===== src/rtl/usb_xcvr_defines_pkg.sv =====
// Shared definitions for the USB transceiver receive path: FSM state
// encodings and the default word width.
package usb_xcvr_defines;

  localparam int USB_BYTE_W = 8;

  typedef enum logic {
    RX_IDLE  = 1'b0,
    RX_SHIFT = 1'b1
  } rx_state_e;

endpackage


===== src/rtl/rx_sipo.sv =====
// Serial-in parallel-out shift register with bit counter. word_out is the
// word including the bit being accepted this cycle, so the hold register
// can capture a completed word at the same edge as its last bit.
module rx_sipo #(
  parameter int DATA_WIDTH = 8,
  parameter bit MSB_FIRST  = 1'b1
) (
  input  logic                  clk,
  input  logic                  rst,
  input  logic                  shift_en,
  input  logic                  bit_in,
  input  logic                  clr,
  output logic [DATA_WIDTH-1:0] word_out,
  output logic                  word_done
);

  localparam int CNT_W = (DATA_WIDTH > 2) ? $clog2(DATA_WIDTH) : 1;
  localparam logic [CNT_W-1:0] LAST_CNT = CNT_W'(DATA_WIDTH - 1);

  logic [DATA_WIDTH-1:0] sr_q;
  logic [DATA_WIDTH-1:0] sr_d;
  logic [CNT_W-1:0]      cnt_q;

  always_comb begin
    sr_d = sr_q;
    if (MSB_FIRST) begin
      sr_d = {sr_q[DATA_WIDTH-2:0], bit_in};
    end else begin
      sr_d = {bit_in, sr_q[DATA_WIDTH-1:1]};
    end
  end

  assign word_out  = sr_d;
  assign word_done = shift_en && (cnt_q == LAST_CNT);

  // A clear discards the partial count but leaves the shift contents alone;
  // the next full word overwrites every bit anyway.
  always_ff @(posedge clk) begin
    if (rst) begin
      sr_q  <= '0;
      cnt_q <= '0;
    end else if (clr) begin
      cnt_q <= '0;
    end else if (shift_en) begin
      sr_q  <= sr_d;
      cnt_q <= word_done ? '0 : cnt_q + 1'b1;
    end
  end

endmodule


===== src/rtl/rx_shift_hold.sv =====
// Receive shift/hold path: assembles serial bits into words, hands them to
// the receive controller via a hold register, and flags overrun/truncation.
module rx_shift_hold
  import usb_xcvr_defines::*;
#(
  parameter int DATA_WIDTH = USB_BYTE_W,
  parameter bit MSB_FIRST  = 1'b1
) (
  input  logic                  Rx_Shift_Hold_Clk,
  input  logic                  Rx_Shift_Hold_Rst,
  input  logic                  Rx_Shift_Hold_Data_In,
  input  logic                  Rx_Shift_Hold_Bit_Valid,
  input  logic                  Rx_Shift_Hold_Active,
  input  logic                  Rx_Shift_Hold_Read,
  output logic [DATA_WIDTH-1:0] Rx_Shift_Hold_Data_Out,
  output logic                  Rx_Shift_Hold_Data_Valid,
  output logic                  Rx_Shift_Hold_Byte_Strobe,
  output logic                  Rx_Shift_Hold_Overrun,
  output logic                  Rx_Shift_Hold_Partial
);

  rx_state_e             state_q;
  logic                  pending_q;
  logic [DATA_WIDTH-1:0] hold_q;
  logic                  valid_q;
  logic                  strobe_q;
  logic                  overrun_q;
  logic                  partial_q;

  logic                  shift_en;
  logic                  clr;
  logic                  read_hit;
  logic [DATA_WIDTH-1:0] word;
  logic                  word_done;

  // Bits are accepted in IDLE too, so the cycle Active rises carries bit 0.
  assign shift_en = Rx_Shift_Hold_Active && Rx_Shift_Hold_Bit_Valid;
  assign clr      = !Rx_Shift_Hold_Active;
  assign read_hit = Rx_Shift_Hold_Read && valid_q;

  rx_sipo #(
    .DATA_WIDTH (DATA_WIDTH),
    .MSB_FIRST  (MSB_FIRST)
  ) u_sipo (
    .clk       (Rx_Shift_Hold_Clk),
    .rst       (Rx_Shift_Hold_Rst),
    .shift_en  (shift_en),
    .bit_in    (Rx_Shift_Hold_Data_In),
    .clr       (clr),
    .word_out  (word),
    .word_done (word_done)
  );

  // pending_q mirrors "sipo count is non-zero" so a falling Active can
  // decide whether a truncated word is being thrown away.
  always_ff @(posedge Rx_Shift_Hold_Clk) begin
    if (Rx_Shift_Hold_Rst) begin
      state_q   <= RX_IDLE;
      pending_q <= 1'b0;
      hold_q    <= '0;
      valid_q   <= 1'b0;
      strobe_q  <= 1'b0;
      overrun_q <= 1'b0;
      partial_q <= 1'b0;
    end else begin
      strobe_q  <= 1'b0;
      partial_q <= 1'b0;

      case (state_q)
        RX_IDLE: begin
          if (Rx_Shift_Hold_Active) state_q <= RX_SHIFT;
        end
        RX_SHIFT: begin
          if (!Rx_Shift_Hold_Active) begin
            state_q   <= RX_IDLE;
            partial_q <= pending_q;
          end
        end
        default: state_q <= RX_IDLE;
      endcase

      if (shift_en) begin
        pending_q <= !word_done;
      end else if (clr) begin
        pending_q <= 1'b0;
      end

      // A read landing on a completing edge consumes the old word, so the
      // new one replaces it cleanly without flagging overrun.
      if (word_done) begin
        hold_q   <= word;
        valid_q  <= 1'b1;
        strobe_q <= 1'b1;
        if (valid_q && !Rx_Shift_Hold_Read) begin
          overrun_q <= 1'b1;
        end else if (read_hit) begin
          overrun_q <= 1'b0;
        end
      end else if (read_hit) begin
        valid_q   <= 1'b0;
        overrun_q <= 1'b0;
      end
    end
  end

  assign Rx_Shift_Hold_Data_Out    = hold_q;
  assign Rx_Shift_Hold_Data_Valid  = valid_q;
  assign Rx_Shift_Hold_Byte_Strobe = strobe_q;
  assign Rx_Shift_Hold_Overrun     = overrun_q;
  assign Rx_Shift_Hold_Partial     = partial_q;

endmodule


===== config.mk =====
export PLATFORM = sky130hd
export DESIGN_NAME = rx_shift_hold
export DESIGN_NICKNAME = d
export VERILOG_FILES = /design/src/rtl/usb_xcvr_defines_pkg.sv /design/src/rtl/rx_sipo.sv /design/src/rtl/rx_shift_hold.sv
export SDC_FILE = /design/constraint.sdc
export NUM_CORES = 1
export LEC_CHECK = 0
export ABC_AREA = 1
export CAP_MARGIN = 5
export CELL_PAD_IN_SITES_DETAIL_PLACEMENT = 0
export CELL_PAD_IN_SITES_GLOBAL_PLACEMENT = 1
export CORE_MARGIN = 5
export CORE_UTILIZATION = 38
export DETAILED_ROUTE_END_ITERATION = 8
export GPL_TIMING_DRIVEN = 0
export PLACE_DENSITY_LB_ADDON = 0.1
export SYNTH_ARGS = -nofsm -noshare
export SYNTH_HDL_FRONTEND = slang
export SYNTH_SLANG_ARGS = --single-unit

===== constraint.sdc =====
create_clock -name Rx_Shift_Hold_Clk -period 2.2 [get_ports Rx_Shift_Hold_Clk]
set_clock_uncertainty 0.2 [all_clocks]
set_input_delay 0.55 -clock Rx_Shift_Hold_Clk [delete_from_list [all_inputs] [get_ports Rx_Shift_Hold_Clk]]
set_output_delay 0.55 -clock Rx_Shift_Hold_Clk [all_outputs]
set_load 0.03 [all_outputs]

==> metrics.log, run 1 <==
[metrics] Hold WC Path Type: register to register
[metrics] number of flops mapped to enable cells by yosys: 0
[metrics] Worst VDD drop: 0.2968 mV
[metrics] clock root buffer: clkbuf_4
[metrics] largest cells by area after synthesis: dfxtp_1 54%, nor2_1 11%, nand2_1 10%, inv_1 4.6%, o21ai_0 3.9%
[metrics] crit path to: Rx_Shift_Hold_Data_Out[1]
[metrics] total power divided by cell area: 636.1 nW/um2
[metrics] CP max-delay cell: clkdlybuf4s50_1
[metrics] result of the run: completed
[metrics] wirelength, routed: 1789 um
[metrics] overall fraction of global-route tracks in use: 11.63%
[metrics] final routed DRC violation total: 0
[metrics] type of element launching the critical path: register
[metrics] top metal layer carrying routed signals: met4
[metrics] routed via count: 726
[metrics] Metal-1 WL: 885 um
[metrics] Worst Setup End Kind: output port
[metrics] Clock Path Buffers: 2
[metrics] total global routing overflow: 0
[metrics] arrival time at the worst endpoint: 1.33 ns
[metrics] number of max-cap violations: 0
[metrics] clk_lat worst skew: 0.30 ns
[metrics] crit path buf inv count: 1
[metrics] post-route fraction of the period consumed by the critical path: 94.38%
[metrics] setup repair after global routing missed its margin: no
[metrics] Area Overhead vs Synth: 27.20%
[metrics] core footprint: 2233 um2
[metrics] count of final max-slew check failures: 0
[metrics] Gate Count Post-Synth: 114
[metrics] count of buffers inserted at the top-level ports: 17
[metrics] post-DR vias/cell: 4.454
[metrics] maximum fanout encountered on the critical timing path: 2
[metrics] Seq/Total Area, Yosys: 53.56%
[metrics] area of the die: 3433 um2
[metrics] amount of wire on met3 after detailed routing: 61 um
[metrics] Period minus WS final: 2.076 ns
[metrics] level count of the clock H-tree: 1
[metrics] number of antenna violations at the first check in global routing: 0
[metrics] total length of routed met2 wires: 814 um
[metrics] post-route design area: 1141 um2
[metrics] number of failing setup endpoints in the final timing report: 0
[metrics] top cells by count, synth: 26 x nor2_1, 24 x dfxtp_1, 24 x nand2_1
[metrics] number of instances on the worst hold path: 2
[metrics] number of global-route vias before repair: 749
[metrics] iteration count of the initial detailed-routing pass: 4
[metrics] placed wire-length estimate after detailed placement: 1293 um
[metrics] synth unique cells: 17
[metrics] CTS tree: yes
[metrics] wire length of the first global-routing pass: 3139 um
[metrics] number of placement rows: 17
[metrics] ordered cell list for the critical path: clkdlybuf4s50_1
[metrics] overall die height: 58.59 um
[metrics] count of synthesis-stage warnings from yosys: 0
[metrics] mean routed wirelength per cell: 10.98 um
[metrics] stages on the worst setup path: 1
[metrics] proportion of netlist area held by the largest area contributor: 53.56%
[metrics] number of nets at the end of the flow: 144
[metrics] horizontal die dimension: 58.59 um
[metrics] Worst setup startpoint: Rx_Shift_Hold_Data_Out[1]
[metrics] dominant cell by count in the synthesized netlist: nor2_1
[metrics] number of CTS-inserted buffers: 3
[metrics] Post-synth top flop: dfxtp_1
[metrics] worst-case reg-to-reg path depth: 6
[metrics] cell type group with the largest total delay on the critical path: buffers and inverters
[metrics] peak clock frequency supported by timing: 0.4816 GHz
[metrics] post-CTS setup buffer count: 0
[metrics] Initial Utilization: 40.17%
[metrics] layout cells sized above 1: 8.148%
[metrics] final hold violation count: 0
[metrics] Worst Setup Slack post-DPL: 0.1309 ns
[metrics] data required time at the worst endpoint: 1.45 ns
[metrics] Detailed Route Iter0 Violations: 24
[metrics] post-cts repair resize count: 0
[metrics] Worst-path clk slew: 0.12 ns
[metrics] post-route setup TNS: 0 ns
[metrics] flop-to-flop setup slack: 0.67 ns
[metrics] number of nets produced by synthesis: 122
[metrics] Cell Area, Synth: 897.1 um2
[metrics] leakage power total: 0.5204 nW
[metrics] syn_area_per_cell: 7.869 um2
[metrics] instance area after placement: 1102 um2
[metrics] #FFs+latches synth: 24
[metrics] final estimated routing congestion in global placement: 0.7540
[metrics] stage delay of the slowest cell on the critical path: 0.67 ns
[metrics] Max transition margin: 77.79%
[metrics] clock sink count: 24
[metrics] fraction of synthesis flops using an asynchronous set or reset pin: 0%
[metrics] antenna diode instance count: 0
[metrics] cts-stage hold buffer count: 0
[metrics] r2r endpoint: Rx_Shift_Hold_Data_Out[4]
[metrics] total power consumption of the routed design: 0.0007258 W
[metrics] Crit Reg-Reg Startpoint: u_sipo.cnt_q[0]
[metrics] largest net degree at the start of global routing: 14
[metrics] kind of critical path: register to output port
[metrics] largest area contributor in the synthesized netlist: dfxtp_1
[metrics] boundary pin count: 18
[metrics] Tightest Pin Transition: 0.3321 ns
[metrics] Setup WS post-layout: 0.1236 ns
[metrics] Final ANT Viol Nets: 0
-- report_power, final --
group          switching (W)  internal (W)  total (W)  leakage (nW)
logic              0.0000281     0.0000186  0.0000467         0.304
clock network       0.000125      0.000101   0.000226        0.0210
registers         0.00000684      0.000446   0.000453         0.195
-- state kept, by name (all words and copies together), names as in the netlist, named ones only --
signal                     flops
pending_q                      1
u_sipo.sr_q                    7
state_q                        1
Rx_Shift_Hold_Byte_Strobe      1
Rx_Shift_Hold_Data_Valid       1
u_sipo.cnt_q                   3
Rx_Shift_Hold_Partial          1
Rx_Shift_Hold_Data_Out         8
-- area by class of cell --
class | instances | area, um2
plain buffers | 2 | 16.27
inverters | 12 | 46.29
flip-flops and latches | 24 | 480.5
multi-input cells | 76 | 354.1
fillers | 243 | 1092
clock buffers | 4 | 36.28
repair buffers | 17 | 172.7
well taps | 28 | 35.03
-- layout by cell type, fill, tap and decap left out, types with 2 or more instances in the layout --
master	n
nor3_1	2
clkdlybuf4s50_1	16
nand3_1	3
nor2_1	26
dfxtp_1	24
nand4_1	2
clkbuf_4	3
ha_1	2
nand2_1	24
a21oi_1	5
inv_1	11
nand2_2	2
o21ai_0	7
-- worst min-delay path by stage --
stage | endpoint | startpoint | slack, ns
global placement | Rx_Shift_Hold_Partial | state_q | 0.21
CTS | Rx_Shift_Hold_Partial | state_q | 0.23
floorplan | Rx_Shift_Hold_Partial | state_q | 0.21
global route | Rx_Shift_Hold_Partial | state_q | 0.25
finish | Rx_Shift_Hold_Partial | state_q | 0.23
detailed placement | Rx_Shift_Hold_Partial | state_q | 0.21
-- layer usage --
metal	track usage (%)	up-vias
li1	-	396
met1	14.34	315
met2	19.94	11
met3	2.632	4
met4	3.883	0
met5	0	-
-- tightest hold or removal path: stages (launching register included) --
cell     delay (ns)
dfxtp_1        0.32
nand2_1        0.05
nor3_1         0.03
-- per-stage QoR --
step | instances | hold slack, ns | util (%)
2_1_floorplan | 114 | 0.2067 | -
3_3_place_gp | 159 | 0.2129 | 49.36
3_5_place_dp | 159 | 0.2148 | 49.36
4_1_cts | 163 | 0.2329 | 50.98
5_1_grt | 163 | 0.2485 | 51.09
6_report | 163 | 0.2304 | 51.09
-- kinds of logic after synthesis --
family	after synthesis	share of synthesized area [%]
AO/OA/AOI/OAI	12	6.694
adder cells (fa/ha/maj)	2	2.789
buffers and inverters	14	6.972
AND/OR/NAND/NOR	62	29.99
flip-flops	24	53.56
(Power assumes the default switching activity.)
==> run 2: changes to the inputs <==
==> constraint.sdc (replaced) <==
create_clock -name Rx_Shift_Hold_Clk -period 2.2 [get_ports Rx_Shift_Hold_Clk]
set_clock_uncertainty 0.2 [all_clocks]
set_input_delay 0.33 -clock Rx_Shift_Hold_Clk [delete_from_list [all_inputs] [get_ports Rx_Shift_Hold_Clk]]
set_output_delay 0.33 -clock Rx_Shift_Hold_Clk [all_outputs]
set_load 0.03 [all_outputs]
==> metrics.log, run 2 (synthesis results as in run 1) <==
[metrics] overall die height: 58.59 um (unchanged)
[metrics] area of combinational cells with multiple inputs: 354.1 um2 (unchanged)
[metrics] number of nets at the end of the flow: 144 (unchanged)
[metrics] setup repair after global routing missed its margin: no
[metrics] total global routing overflow: 0 (unchanged)
[metrics] wire length of the first global-routing pass: 3139 um (unchanged)
[metrics] Area Overhead vs Synth: 26.92%
[metrics] count of buffers inserted at the top-level ports: 17 (unchanged)
[metrics] final hold violation count: 0 (unchanged)
[metrics] number of filler instances in the final layout: 244 (+0.41%)
[metrics] footprint of the flip-flops and latches: 480.5 um2 (unchanged)
[metrics] Hold WC Path Type: register to register
[metrics] number of CTS-inserted buffers: 3 (unchanged)
[metrics] Worst-path clk slew: 0.13 ns (about the same)
[metrics] wirelength, routed: 1787 um (-0.11%)
[metrics] horizontal die dimension: 58.59 um (unchanged)
[metrics] post-route design area: 1139 um2 (-0.22%)
[metrics] post-cts repair resize count: 0 (unchanged)
[metrics] instance area after placement: 1102 um2 (unchanged)
[metrics] routed via count: 726 (unchanged)
[metrics] cell type group with the largest total delay on the critical path: buffers and inverters
[metrics] Internal Dissipation: 0.0005656 W (unchanged)
[metrics] Clock Path Buffers: 2 (unchanged)
[metrics] ordered cell list for the critical path: clkdlybuf4s50_1
[metrics] Worst Setup End Kind: output port
[metrics] Max transition margin: 77.79% (unchanged)
[metrics] count of placed standard cells including taps: 159 (unchanged)
[metrics] CP max-delay cell: clkdlybuf4s50_1
[metrics] Tightest Pin Transition: 0.3321 ns (unchanged)
[metrics] Net Sw Power: 0.0001603 W (unchanged)
[metrics] most common cell after layout, fill and taps aside: nor2_1
[metrics] Initial Utilization: 40.17% (unchanged)
[metrics] Clock power frac: 31.2% (about the same)
[metrics] level count of the clock H-tree: 1 (unchanged)
[metrics] clock root buffer: clkbuf_4
[metrics] number of max-cap violations: 0 (unchanged)
[metrics] kind of critical path: register to output port
[metrics] number of global-route vias before repair: 749 (unchanged)
[metrics] layout cells sized above 1: 8.148% (unchanged)
[metrics] mean routed wirelength per cell: 10.96 um (-0.11%)
[metrics] Detailed Route Iter0 Violations: 23 (-4.2%)
[metrics] part of the total power dissipated in combinational logic: 6.4% (about the same)
[metrics] overall fraction of global-route tracks in use: 11.63% (unchanged)
[metrics] post-route setup TNS: 0 ns (unchanged)
[metrics] post-route fraction of the period consumed by the critical path: 87.48% (-6.9 points)
[metrics] CTS tree: yes
[metrics] number of antenna violations at the first check in global routing: 0 (unchanged)
[metrics] result of the run: completed
[metrics] final estimated routing congestion in global placement: 0.7540 (unchanged)
[metrics] core footprint: 2233 um2 (unchanged)
[metrics] placed wire-length estimate after detailed placement: 1293 um (unchanged)
[metrics] number of standard cells in the layout, taps in and fillers out: 163 (unchanged)
[metrics] leakage power total: 0.5016 nW (-3.6%)
[metrics] most frequent cells in the layout: 26 x nor2_1, 24 x dfxtp_1, 24 x nand2_1
[metrics] number of placement rows: 17 (unchanged)
[metrics] Worst VDD drop: 0.2968 mV (unchanged)
[metrics] antenna diode instance count: 0 (unchanged)
[metrics] sequential group share of total power: 62.4% (about the same)
[metrics] post-DR vias/cell: 4.454 (unchanged)
[metrics] total power divided by cell area: 637.5 nW/um2 (+0.22%)
[metrics] clock sink count: 24 (unchanged)
[metrics] stage delay of the slowest cell on the critical path: 0.69 ns (+0.02 ns)
[metrics] number of failing setup endpoints in the final timing report: 0 (unchanged)
[metrics] type of element launching the critical path: register
[metrics] boundary pin count: 18 (unchanged)
[metrics] data required time at the worst endpoint: 1.67 ns (+0.22 ns)
[metrics] switching fraction of total power: 22.08% (unchanged)
[metrics] peak clock frequency supported by timing: 0.5196 GHz (+7.9%)
[metrics] Period minus WS final: 1.925 ns (-0.1519 ns)
[metrics] flop-to-flop setup slack: 0.67 ns (about the same)
[metrics] post-CTS setup buffer count: 0 (unchanged)
[metrics] arrival time at the worst endpoint: 1.39 ns (+0.06 ns)
[metrics] flip-flop count of the largest register, all copies and words added: 8 (unchanged)
[metrics] area of the die: 3433 um2 (unchanged)
[metrics] cts-stage hold buffer count: 0 (unchanged)
[metrics] largest net degree at the start of global routing: 14 (unchanged)
[metrics] crit path buf inv count: 1 (unchanged)
[metrics] Final ANT Viol Nets: 0 (unchanged)
[metrics] count of final max-slew check failures: 0 (unchanged)
[metrics] iteration count of the initial detailed-routing pass: 4 (unchanged)
[metrics] maximum fanout encountered on the critical timing path: 4 (+2)
[metrics] final routed DRC violation total: 0 (unchanged)
[metrics] clk_lat worst skew: 0.30 ns (about the same)
-- run 2: cell type report --
class,count,area share [%]
sequential,24,42.20
timing repair buffer,17,14.95
buffer,2,1.429
inverter,12,4.066
tap,28,3.077
multi-input combinational,76,31.10
clock buffer,4,3.187
-- run 2: per-layer routing --
metal / share of wire [%] / GRT usage [%] / up-vias / routed length [um]
met5: 0 / 0 / - / 0
met4: 1.5 / 3.883 / 0 / 27
met3: 3.4 / 2.632 / 4 / 61
met2: 45 / 19.94 / 11 / 813
met1: 49 / 14.34 / 315 / 884
li1: - / - / 396 / -
-- run 2: stage by stage --
stage	total power, W	utilization [%]	worst slack, ns	hold WS (ns)
floorplan	0.0004862	-	0.8316	0.1991
global placement	0.0005086	49.36	0.3631	0.2129
detailed placement	0.0005095	49.36	0.3509	0.2148
CTS	0.0007390	50.98	0.2539	0.2329
global route	0.0007656	50.98	0.2034	0.2485
finish	0.0007258	50.98	0.2755	0.2304
-- run 2: final timing paths --
path / start / end / cells past startpoint
setup reg to reg: u_sipo.cnt_q[0] / Rx_Shift_Hold_Data_Out[4] / 6
hold / removal: state_q / Rx_Shift_Hold_Partial / 2
setup / recovery: Rx_Shift_Hold_Data_Valid / Rx_Shift_Hold_Data_Valid / 1
hold reg to reg: state_q / Rx_Shift_Hold_Partial / 2
-- run 2: power groups by stage --
| stage | Clock, W | Sequential (W) | Combinational [W] |
|---|---|---|---|
| finish | 0.000226 | 0.000453 | 0.0000467 |
| global route | 0.000257 | 0.000455 | 0.0000537 |
| CTS | 0.000239 | 0.000453 | 0.0000472 |
| detailed placement | 0 | 0.000463 | 0.0000468 |
| global placement | 0 | 0.000462 | 0.0000462 |
| floorplan | 0 | 0.000461 | 0.0000250 |
==> run 3: changes to the inputs <==
CORE_MARGIN = default   (was 5)
==> metrics.log, run 3 (synthesis results as in run 1) <==
[metrics] result of the run: completed
[metrics] overall die height: 50.59 um (-14%)
[metrics] largest net degree at the start of global routing: 15 (+1)
[metrics] number of antenna violations at the first check in global routing: 0 (unchanged)
[metrics] number of failing setup endpoints in the final timing report: 0 (unchanged)
[metrics] wire length of the first global-routing pass: 2863 um (-8.8%)
[metrics] final hold violation count: 0 (unchanged)
[metrics] number of instances on the worst hold path: 2 (unchanged)
[metrics] Detailed Route Iter0 Violations: 5 (-78%)
[metrics] core footprint: 2212 um2 (-0.95%)
[metrics] Initial Utilization: 40.55% (+0.39 points)
[metrics] iteration count of the initial detailed-routing pass: 4 (unchanged)
[metrics] amount of wire on met3 after detailed routing: 60 um (-1.6%)
[metrics] maximum fanout encountered on the critical timing path: 4 (unchanged)
[metrics] post-route fraction of the period consumed by the critical path: 87.54% (about the same)
[metrics] post-DR vias/cell: 4.436 (-0.41%)
[metrics] type of element launching the critical path: register
[metrics] number of nets at the end of the flow: 144 (unchanged)
[metrics] CTS tree: yes
[metrics] flop-to-flop setup slack: 0.72 ns (+0.05 ns)
[metrics] antenna diode instance count: 0 (unchanged)
[metrics] peak clock frequency supported by timing: 0.5193 GHz (about the same)
[metrics] Area Overhead vs Synth: 28.73%
[metrics] Metal-1 WL: 907 um (+2.6%)
[metrics] stage delay of the slowest cell on the critical path: 0.68 ns (about the same)
[metrics] Max transition margin: 78.62% (+0.83 points)
[metrics] clock sink count: 24 (unchanged)
[metrics] Worst VDD drop: 0.3791 mV (+28%)
[metrics] top metal layer carrying routed signals: met4
[metrics] clk_lat worst skew: 0.31 ns (about the same)
[metrics] Final ANT Viol Nets: 0 (unchanged)
[metrics] cell type group with the largest total delay on the critical path: buffers and inverters
[metrics] total global routing overflow: 0 (unchanged)
[metrics] cts-stage hold buffer count: 0 (unchanged)
[metrics] placed wire-length estimate after detailed placement: 1201 um (-7.2%)
[metrics] most frequent cells in the layout: 26 x nor2_1, 24 x dfxtp_1, 24 x nand2_1
[metrics] count of placed standard cells including taps: 159 (unchanged)
[metrics] number of placement rows: 17 (unchanged)
[metrics] number of standard cells in the layout, taps in and fillers out: 163 (unchanged)
[metrics] final routed DRC violation total: 0 (unchanged)
[metrics] post-route setup TNS: 0 ns (unchanged)
[metrics] kind of critical path: register to output port
[metrics] total power divided by cell area: 709.3 nW/um2 (+11%)
[metrics] Hold Crit Endpoint: Rx_Shift_Hold_Partial
[metrics] number of max-cap violations: 0 (unchanged)
[metrics] CP max-delay cell: clkdlybuf4s50_1
[metrics] area of the die: 2559 um2 (-25%)
[metrics] boundary pin count: 18 (unchanged)
[metrics] clock root buffer: clkbuf_4
[metrics] count of buffers inserted at the top-level ports: 17 (unchanged)
[metrics] Worst Setup End Kind: output port
[metrics] routed via count: 723 (-0.41%)
[metrics] Hold WC Path Type: register to register
[metrics] setup repair after global routing missed its margin: no
[metrics] flip-flop count of the largest register, all copies and words added: 8 (unchanged)
[metrics] post-cts repair resize count: 0 (unchanged)
[metrics] number of CTS-inserted buffers: 3 (unchanged)
[metrics] Clock Path Buffers: 2 (unchanged)
[metrics] total length of routed met2 wires: 717 um (-12%)
[metrics] hold path startpoint: state_q
[metrics] post-CTS setup buffer count: 0 (unchanged)
[metrics] r2r endpoint: Rx_Shift_Hold_Data_Out[2]
[metrics] Worst-path clk slew: 0.14 ns (about the same)
[metrics] ordered cell list for the critical path: clkdlybuf4s50_1
[metrics] count of final max-slew check failures: 0 (unchanged)
[metrics] mean routed wirelength per cell: 10.43 um (-4.9%)
[metrics] most common cell after layout, fill and taps aside: nor2_1
[metrics] level count of the clock H-tree: 1 (unchanged)
[metrics] arrival time at the worst endpoint: 1.40 ns (about the same)
[metrics] wirelength, routed: 1700 um (-4.9%)
[metrics] worst-case reg-to-reg path depth: 6 (unchanged)
[metrics] Crit Reg-Reg Startpoint: u_sipo.cnt_q[0]
[metrics] crit path buf inv count: 1 (unchanged)
[metrics] horizontal die dimension: 50.59 um (-14%)
[metrics] data required time at the worst endpoint: 1.67 ns (about the same)
[metrics] number of global-route vias before repair: 623 (-17%)
[metrics] leakage power total: 0.5085 nW (+1.4%)
[metrics] Tightest Pin Transition: 0.3196 ns (-0.01242 ns)
[metrics] layout cells sized above 1: 8.148% (unchanged)
[metrics] final estimated routing congestion in global placement: 0.7697 (+2.1%)
[metrics] Period minus WS final: 1.926 ns (+0.001290 ns)
[metrics] overall fraction of global-route tracks in use: 15.45% (+3.8 points)
==> run 3: changes by cell type in the layout (fill, tap and decap cells not counted), sizes merged <==
cell	change
clkbuf	-1
bufinv	+1
==> run 3: worst register-to-register path, cell delays in order (launching register included) <==
cell and delay [ns]:
dfxtp_1 0.38, ha_1 0.16, ha_1 0.22, nand3_4 0.13, buf_6 0.18, nor2_1 0.08, nor2_1 0.05
==> run 3: routing by layer <==
metal | track usage (%) | up-vias
met3 | 2.727 | 2
met4 | 8.333 | 0
li1 | - | 401
met2 | 21.11 | 10
met5 | 0 | -
met1 | 22.62 | 310
==> run 3: how the worst max path moves through the flow <==
| stage | start | endpoint | slack, ns | cells past startpoint |
|---|---|---|---|---|
| 4_1_cts | Rx_Shift_Hold_Data_Valid | Rx_Shift_Hold_Data_Valid | 0.25 | 1 |
| 3_3_place_gp | Rx_Shift_Hold_Bit_Valid | u_sipo.cnt_q[0] | 0.35 | 5 |
| 2_1_floorplan | u_sipo.cnt_q[0] | Rx_Shift_Hold_Data_Out[5] | 0.83 | 7 |
| 6_report | Rx_Shift_Hold_Data_Valid | Rx_Shift_Hold_Data_Valid | 0.27 | 1 |
| 5_1_grt | Rx_Shift_Hold_Data_Valid | Rx_Shift_Hold_Data_Valid | 0.20 | 1 |
| 3_5_place_dp | Rx_Shift_Hold_Bit_Valid | pending_q | 0.37 | 5 |
==> run 3: metrics by stage <==
| stage | instance area [um2] | utilization (%) | hold slack [ns] | power, W | worst slack [ns] |
|---|---|---|---|---|---|
| 3_3_place_gp | 1102 | 49.83 | 0.2187 | 0.0005086 | 0.3524 |
| 3_5_place_dp | 1102 | 49.83 | 0.2171 | 0.0005097 | 0.3744 |
| 4_1_cts | 1155 | 52.21 | 0.2356 | 0.0008329 | 0.2483 |
| 5_1_grt | 1155 | 52.21 | 0.2501 | 0.0008531 | 0.2017 |
| 2_1_floorplan | 897.1 | - | 0.1991 | 0.0004862 | 0.8316 |
| 6_report | 1155 | 52.21 | 0.2363 | 0.0008191 | 0.2742 |
==> run 3: cell type report <==
class | count | area, um2
clock inverters | 1 | 30.03
multi-input cells | 76 | 354.1
well taps | 28 | 35.03
flip-flops and latches | 24 | 480.5
fillers | 231 | 1057
clock buffers | 3 | 22.52
inverters | 12 | 46.29
plain buffers | 2 | 16.27
repair buffers | 17 | 170.2
==> run 3: power by group <==
part           total [W]  switching [W]  internal [W]
clock network   0.000319       0.000135      0.000184
logic          0.0000469      0.0000283     0.0000186
registers       0.000453     0.00000663      0.000446
total           0.000819       0.000170      0.000649
